`config.mk`:
```
export PLATFORM = sky130hd
export DESIGN_NAME = alu_pipe
export DESIGN_NICKNAME = d
export VERILOG_FILES = /design/src/rtl/alu_pkg.sv /design/src/rtl/alu_mul_seq.sv /design/src/rtl/alu_pipe.sv
export SDC_FILE = /design/constraint.sdc
export NUM_CORES = 1
export LEC_CHECK = 0
export ABC_AREA = 1
export BUFFER_PORTS_ARGS = -buffer_cell sky130_fd_sc_hd__buf_4
export CAP_MARGIN = 20
export CORE_MARGIN = 4
export CORE_UTILIZATION = 55
export CTS_CLUSTER_DIAMETER = 100
export DETAILED_ROUTE_END_ITERATION = 16
export GPL_TIMING_DRIVEN = 0
export PLACE_DENSITY = 0.75
export SKIP_LAST_GASP = 1
export SLEW_MARGIN = 15
export SYNTH_ARGS = -nofsm -noshare
export SYNTH_HDL_FRONTEND = slang
export SYNTH_HIERARCHICAL = 1
export SYNTH_SLANG_ARGS = --single-unit
export TNS_END_PERCENT = 50
```
`constraint.sdc`:
```
create_clock -name clk -period 5.1 [get_ports clk]
set_clock_uncertainty 0.2 [all_clocks]
set_input_delay 0.51 -clock clk [delete_from_list [all_inputs] [get_ports clk]]
set_output_delay 0.51 -clock clk [all_outputs]
set_load 0.02 [all_outputs]
```
`src/rtl/alu_pkg.sv`:
```
// Shared types for the pipelined ALU: opcode encodings, handshake FSM states
// and the opcode legality helper.
package alu_pkg;

  typedef enum logic [3:0] {
    OP_ADD = 4'd0,
    OP_SUB = 4'd1,
    OP_AND = 4'd2,
    OP_OR  = 4'd3,
    OP_XOR = 4'd4,
    OP_NOT = 4'd5,
    OP_SHL = 4'd6,
    OP_SHR = 4'd7,
    OP_ASR = 4'd8,
    OP_MUL = 4'd9,
    OP_CMP = 4'd10
  } alu_op_e;

  typedef enum logic [1:0] {
    IDLE     = 2'd0,
    MUL_BUSY = 2'd1,
    OUT_HOLD = 2'd2
  } state_e;

  localparam logic [3:0] MUL_OPC = OP_MUL;

  function automatic logic is_legal_op(input logic [3:0] op);
    return op <= OP_CMP;
  endfunction

endpackage

```
`src/rtl/alu_mul_seq.sv`:
```
// Iterative unsigned shift-add multiplier, one multiplier bit per cycle.
// The first bit is consumed on the start edge, so the product is ready WIDTH-1 edges later.
module alu_mul_seq
  import alu_pkg::*;
#(
  parameter int WIDTH = 8
) (
  input  logic                 clk,
  input  logic                 rst_n,
  input  logic                 start,
  input  logic [WIDTH-1:0]     a,
  input  logic [WIDTH-1:0]     b,
  output logic                 busy,
  output logic                 done,
  output logic [2*WIDTH-1:0]   product
);

  localparam int CW = $clog2(WIDTH) + 1;

  logic [2*WIDTH-1:0] prod_reg;
  logic [WIDTH-1:0]   mcand_reg;
  logic [CW-1:0]      cnt_reg;
  logic               busy_reg;
  logic               done_reg;

  // Upper half accumulates the partial sum; lower half holds the unconsumed multiplier bits.
  function automatic logic [2*WIDTH-1:0] step(input logic [2*WIDTH-1:0] p,
                                              input logic [WIDTH-1:0]   m);
    logic [WIDTH:0] sum;
    sum = {1'b0, p[2*WIDTH-1:WIDTH]} + (p[0] ? {1'b0, m} : {(WIDTH+1){1'b0}});
    return {sum, p[WIDTH-1:1]};
  endfunction

  always_ff @(posedge clk) begin
    if (!rst_n) begin
      prod_reg  <= '0;
      mcand_reg <= '0;
      cnt_reg   <= '0;
      busy_reg  <= 1'b0;
      done_reg  <= 1'b0;
    end else if (start) begin
      prod_reg  <= step({{WIDTH{1'b0}}, b}, a);
      mcand_reg <= a;
      cnt_reg   <= CW'(WIDTH - 1);
      busy_reg  <= 1'b1;
      done_reg  <= 1'b0;
    end else if (busy_reg) begin
      prod_reg <= step(prod_reg, mcand_reg);
      cnt_reg  <= cnt_reg - 1'b1;
      if (cnt_reg == CW'(1)) begin
        busy_reg <= 1'b0;
        done_reg <= 1'b1;
      end
    end
  end

  assign busy    = busy_reg;
  assign done    = done_reg;
  assign product = prod_reg;

endmodule

```
`src/rtl/alu_pipe.sv`:
```
// Registered ALU with valid/ready on both sides. Single-cycle ops load the output bank on
// the accept edge; MUL runs on the iterative multiplier and loads when it completes.
module alu_pipe
  import alu_pkg::*;
#(
  parameter int WIDTH = 8
) (
  input  logic             clk,
  input  logic             rst_n,
  input  logic             in_valid,
  output logic             in_ready,
  input  logic [WIDTH-1:0] a,
  input  logic [WIDTH-1:0] b,
  input  logic [3:0]       opcode,
  output logic             out_valid,
  input  logic             out_ready,
  output logic [WIDTH-1:0] result,
  output logic [WIDTH-1:0] result_hi,
  output logic             zero,
  output logic             carry,
  output logic             overflow,
  output logic             negative,
  output logic             err
);

  localparam int SHW = $clog2(WIDTH);

  state_e           state_reg;
  logic             out_valid_reg;
  logic [WIDTH-1:0] result_reg;
  logic [WIDTH-1:0] result_hi_reg;
  logic             zero_reg;
  logic             carry_reg;
  logic             overflow_reg;
  logic             negative_reg;
  logic             err_reg;

  logic                accept;
  logic                out_drain_ok;
  logic                mul_start;
  logic                mul_busy;
  logic                mul_done;
  logic [2*WIDTH-1:0]  mul_product;

  logic [SHW-1:0]      amt;
  logic [WIDTH:0]      sum_w;
  logic [WIDTH:0]      diff_w;
  logic [WIDTH:0]      shl_w;
  logic [WIDTH:0]      shr_w;
  logic signed [WIDTH:0] asr_w;
  logic                add_ovf;
  logic                sub_ovf;

  logic [WIDTH-1:0]    alu_res;
  logic [WIDTH-1:0]    flag_src;
  logic                alu_c;
  logic                alu_v;
  logic                alu_err;

  assign out_drain_ok = !out_valid_reg || out_ready;
  assign in_ready     = rst_n && (state_reg == IDLE) && out_drain_ok;
  assign accept       = in_valid && in_ready;
  assign mul_start    = accept && (opcode == MUL_OPC);

  // Shifts run one bit wider so the last bit shifted out lands in a fixed position.
  assign amt     = b[SHW-1:0];
  assign sum_w   = {1'b0, a} + {1'b0, b};
  assign diff_w  = {1'b0, a} - {1'b0, b};
  assign shl_w   = {1'b0, a} << amt;
  assign shr_w   = {a, 1'b0} >> amt;
  assign asr_w   = $signed({a, 1'b0}) >>> amt;
  assign add_ovf = (a[WIDTH-1] == b[WIDTH-1]) && (sum_w[WIDTH-1] != a[WIDTH-1]);
  assign sub_ovf = (a[WIDTH-1] != b[WIDTH-1]) && (diff_w[WIDTH-1] != a[WIDTH-1]);

  always_comb begin
    alu_res  = '0;
    alu_c    = 1'b0;
    alu_v    = 1'b0;
    alu_err  = 1'b0;
    flag_src = '0;
    case (opcode)
      OP_ADD: begin
        alu_res = sum_w[WIDTH-1:0];
        alu_c   = sum_w[WIDTH];
        alu_v   = add_ovf;
      end
      OP_SUB: begin
        alu_res = diff_w[WIDTH-1:0];
        alu_c   = diff_w[WIDTH];
        alu_v   = sub_ovf;
      end
      OP_AND: alu_res = a & b;
      OP_OR:  alu_res = a | b;
      OP_XOR: alu_res = a ^ b;
      OP_NOT: alu_res = ~a;
      OP_SHL: begin
        alu_res = shl_w[WIDTH-1:0];
        alu_c   = shl_w[WIDTH];
      end
      OP_SHR: begin
        alu_res = shr_w[WIDTH:1];
        alu_c   = shr_w[0];
      end
      OP_ASR: begin
        alu_res = asr_w[WIDTH:1];
        alu_c   = asr_w[0];
      end
      OP_CMP: begin
        alu_res = a;
        alu_c   = diff_w[WIDTH];
        alu_v   = sub_ovf;
      end
      OP_MUL: alu_res = '0;
      default: alu_err = !is_legal_op(opcode);
    endcase
    // CMP reports zero/negative of a-b while passing a through as the result.
    flag_src = (opcode == OP_CMP) ? diff_w[WIDTH-1:0] : alu_res;
  end

  alu_mul_seq #(.WIDTH(WIDTH)) u_mul (
    .clk     (clk),
    .rst_n   (rst_n),
    .start   (mul_start),
    .a       (a),
    .b       (b),
    .busy    (mul_busy),
    .done    (mul_done),
    .product (mul_product)
  );

  always_ff @(posedge clk) begin
    if (!rst_n) begin
      state_reg     <= IDLE;
      out_valid_reg <= 1'b0;
      result_reg    <= '0;
      result_hi_reg <= '0;
      zero_reg      <= 1'b0;
      carry_reg     <= 1'b0;
      overflow_reg  <= 1'b0;
      negative_reg  <= 1'b0;
      err_reg       <= 1'b0;
    end else begin
      case (state_reg)
        IDLE: begin
          if (mul_start) begin
            state_reg     <= MUL_BUSY;
            out_valid_reg <= 1'b0;
          end else if (accept) begin
            out_valid_reg <= 1'b1;
            result_reg    <= alu_res;
            result_hi_reg <= '0;
            zero_reg      <= (flag_src == '0);
            carry_reg     <= alu_c;
            overflow_reg  <= alu_v;
            negative_reg  <= flag_src[WIDTH-1];
            err_reg       <= alu_err;
          end else if (out_ready) begin
            out_valid_reg <= 1'b0;
          end
        end
        MUL_BUSY: begin
          // Completion waits until any earlier result has been taken.
          if (mul_done && !mul_busy && out_drain_ok) begin
            out_valid_reg <= 1'b1;
            result_reg    <= mul_product[WIDTH-1:0];
            result_hi_reg <= mul_product[2*WIDTH-1:WIDTH];
            zero_reg      <= (mul_product == '0);
            carry_reg     <= 1'b0;
            overflow_reg  <= |mul_product[2*WIDTH-1:WIDTH];
            negative_reg  <= mul_product[WIDTH-1];
            err_reg       <= 1'b0;
            state_reg     <= out_ready ? IDLE : OUT_HOLD;
          end else if (out_ready) begin
            out_valid_reg <= 1'b0;
          end
        end
        OUT_HOLD: begin
          if (out_ready) begin
            out_valid_reg <= 1'b0;
            state_reg     <= IDLE;
          end
        end
        default: state_reg <= IDLE;
      endcase
    end
  end

  assign out_valid = out_valid_reg;
  assign result    = result_reg;
  assign result_hi = result_hi_reg;
  assign zero      = zero_reg;
  assign carry     = carry_reg;
  assign overflow  = overflow_reg;
  assign negative  = negative_reg;
  assign err       = err_reg;

endmodule

```
==> reports/qor.yml <==
run_status:
  outcome: "complete, no violations"
critical_path:
  worst_ep_arrival_time_ns: 3.17
  cp.required_ns: 5.15
  r2r_start: "u_mul/product[0]"
  regToRegEndpoint: "u_mul/product[11]"
  reg2reg_depth: 13
  ff2ff_setup_slack_ns: 2.60
  crit_path_start: "b[2]"
  crit_type: "primary input to flop"
  cp-end-kind: "flop"
  worstPathMaxFanout: 11
  startpoint_type: "primary input"
clock_network:
  post_cts_resized: 0
  cts_sinks: 54
  clk_pin_slew_ns: 0.10
  postCtsHoldBufs: 0
  insertion_delay_ns: 0.31
  cts-root-buf: "clkbuf_8"
  clockBufferDepth: 2
  cts_setup_buffers: 0
  cts_tree: "done"
  cts_made_buffers: 5
  htreeDepth: 2
cells_and_area:
  n_antenna_cell: 0
  largest_reg_flops: 16
  final_nets: 953
  drive_gt1_frac: 0.113
  areaGrowthSynthToFinish_pct: 12.4
  finalNonFillerCells: 995
  layout.cells.most_common: "nand2_1"
  fin_util: 0.640
  final_cell_mix: "253 x nand2_1, 111 x nand3_1, 101 x inv_1"
synth:
  syn_avg_cell_area_um2: 6.02
  synth_seq_cells: 54
  synth.distinct_cells: 46
  yosysWarnings: 6
  synth_async_sr_flop_share: 0
  synth-edff-count: 0
  synth_nets: 900
  syn-instance-count: 833
  ys.flop_type: "dfxtp_1"
  syn_area_um2: 5010
  ys_seq_area_frac: 0.216
min_path:
  worstHoldPathCells: 2
  worstHoldStart: "u_mul/mcand_reg[4]"
  hold_class: "flop to flop"
  hold_path_end: "u_mul/mcand_reg[4]"
placed_design:
  dp_hpwl_mm: 13.1
  portBuffers: 46
  placed_cells: 987
  finalWeightedCongestion: 1.03
floorplanning:
  num_rows: 34
  die_y_um: 103
  start_util: 0.569
  die_w_um: 103
  core_region_area_um2: 8810
  io-pin-count: 47
  die_area_um2: 10700
power:
  peakVddDrop_v: 0.000151
  leakage_uw: 0.00293
  powerDensity_nw_per_um2: 245
  power_uw: 1380
global_route:
  grt_antenna_before_repair: 0
  overflow: 0
  grt_max_degree: 17
  grt_pass1_vias: 5273
  grt_pass1_wl_mm: 26.1
  grt_usage: 0.313
detailed_routing:
  wl_per_cell_um: 16.6
  finalWirelength_mm: 16.5
  via_count: 5800
  drc: 0
  final_antenna_net_count: 0
  first_pass_iters: 5
  drtIter0Drc: 434
  via_per_inst: 5.83
sta:
  tightest_slew_ns: 0.698
  fin_crit_ns: 3.12
  finalHoldViolations: 0
  relSlewSlack: 0.533
  min_period_over_period: 0.613
  rsz0062_at_grt: "no"
  slew_violations: 0
  setup_tns_ns: 0
  setup_violations: 0
  clock.fmax_mhz: 320
job:
  max_cap_viol_count: 0
-- cell usage after synthesis, types with 12 or more instances --
master / instances / share of area
nand2_1: 253 / 0.19
nand3_1: 111 / 0.11
inv_1: 101 / 0.076
a21oi_1: 65 / 0.065
dfxtp_1: 54 / 0.22
nor2_1: 52 / 0.039
ha_1: 40 / 0.10
o21ai_0: 32 / 0.032
nand4_1: 17 / 0.021
buf_2: 12 / 0.012
-- metrics by stage --
stage | worst slack [ns] | area [um^2] | hold slack, ns
floorplan | 2.52 | 5010 | 0.227
global placement | 1.76 | 5490 | 0.239
detailed placement | 1.75 | 5490 | 0.252
CTS | 2.06 | 5640 | 0.269
global route | 1.86 | 5640 | 0.287
finish | 1.98 | 5640 | 0.267
-- worst max-delay path by stage --
| stage | endpoint | slack, ns |
|---|---|---|
| floorplan | zero | 2.52 |
| global placement | zero | 1.76 |
| detailed placement | zero | 1.75 |
| CTS | zero | 2.06 |
| global route | zero | 1.86 |
| finish | zero | 1.98 |
-- per-layer routing --
layer | global-route usage | vias to the layer above | routed length (um)
met5 | 0 | - | 0
met4 | 0.0787 | 0 | 314
met3 | 0.0570 | 32 | 1450
met2 | 0.484 | 263 | 7470
met1 | 0.451 | 2674 | 7300
li1 | - | 2831 | -
-- cells by family after synthesis --
kind of cell / synth area share
AO/OA/AOI/OAI: 0.146
XOR/XNOR: 0.00524
adder cells (fa/ha/maj): 0.112
buffers and inverters: 0.119
flip-flops: 0.216
AND/OR/NAND/NOR: 0.403
-- worst max-delay path, cell delays in order --
cell and delay (ns):
buf_4 0.14, inv_1 0.14, clkbuf_1 0.46, ha_1 0.34, buf_4 0.17, inv_1 0.14
nand2_1 0.07, nand2_1 0.06, nor2_1 0.04, nor2_1 0.09, nand2_1 0.09, nor2_1 0.17
nand3_1 0.20, nor2_1 0.13, nand3_1 0.08, a21oi_1 0.13, nand3_1 0.10, a21oi_1 0.12
-- report_power, final --
part           internal, uW  switching (uW)
sequential              457            23.8
combinational           191             359
clock                   209             142
total                   857             525
-- layout make-up --
cell class                 count  area (um^2)
sequential                    54         1080
buffer                        30          180
timing repair buffer          46          345
clock buffer                   6         82.6
inverter                     110          414
fill                         846         3170
clock inverter                 2         60.1
multi-input combinational    639         3340
tap                          108          135
(Power assumes the default switching activity.)
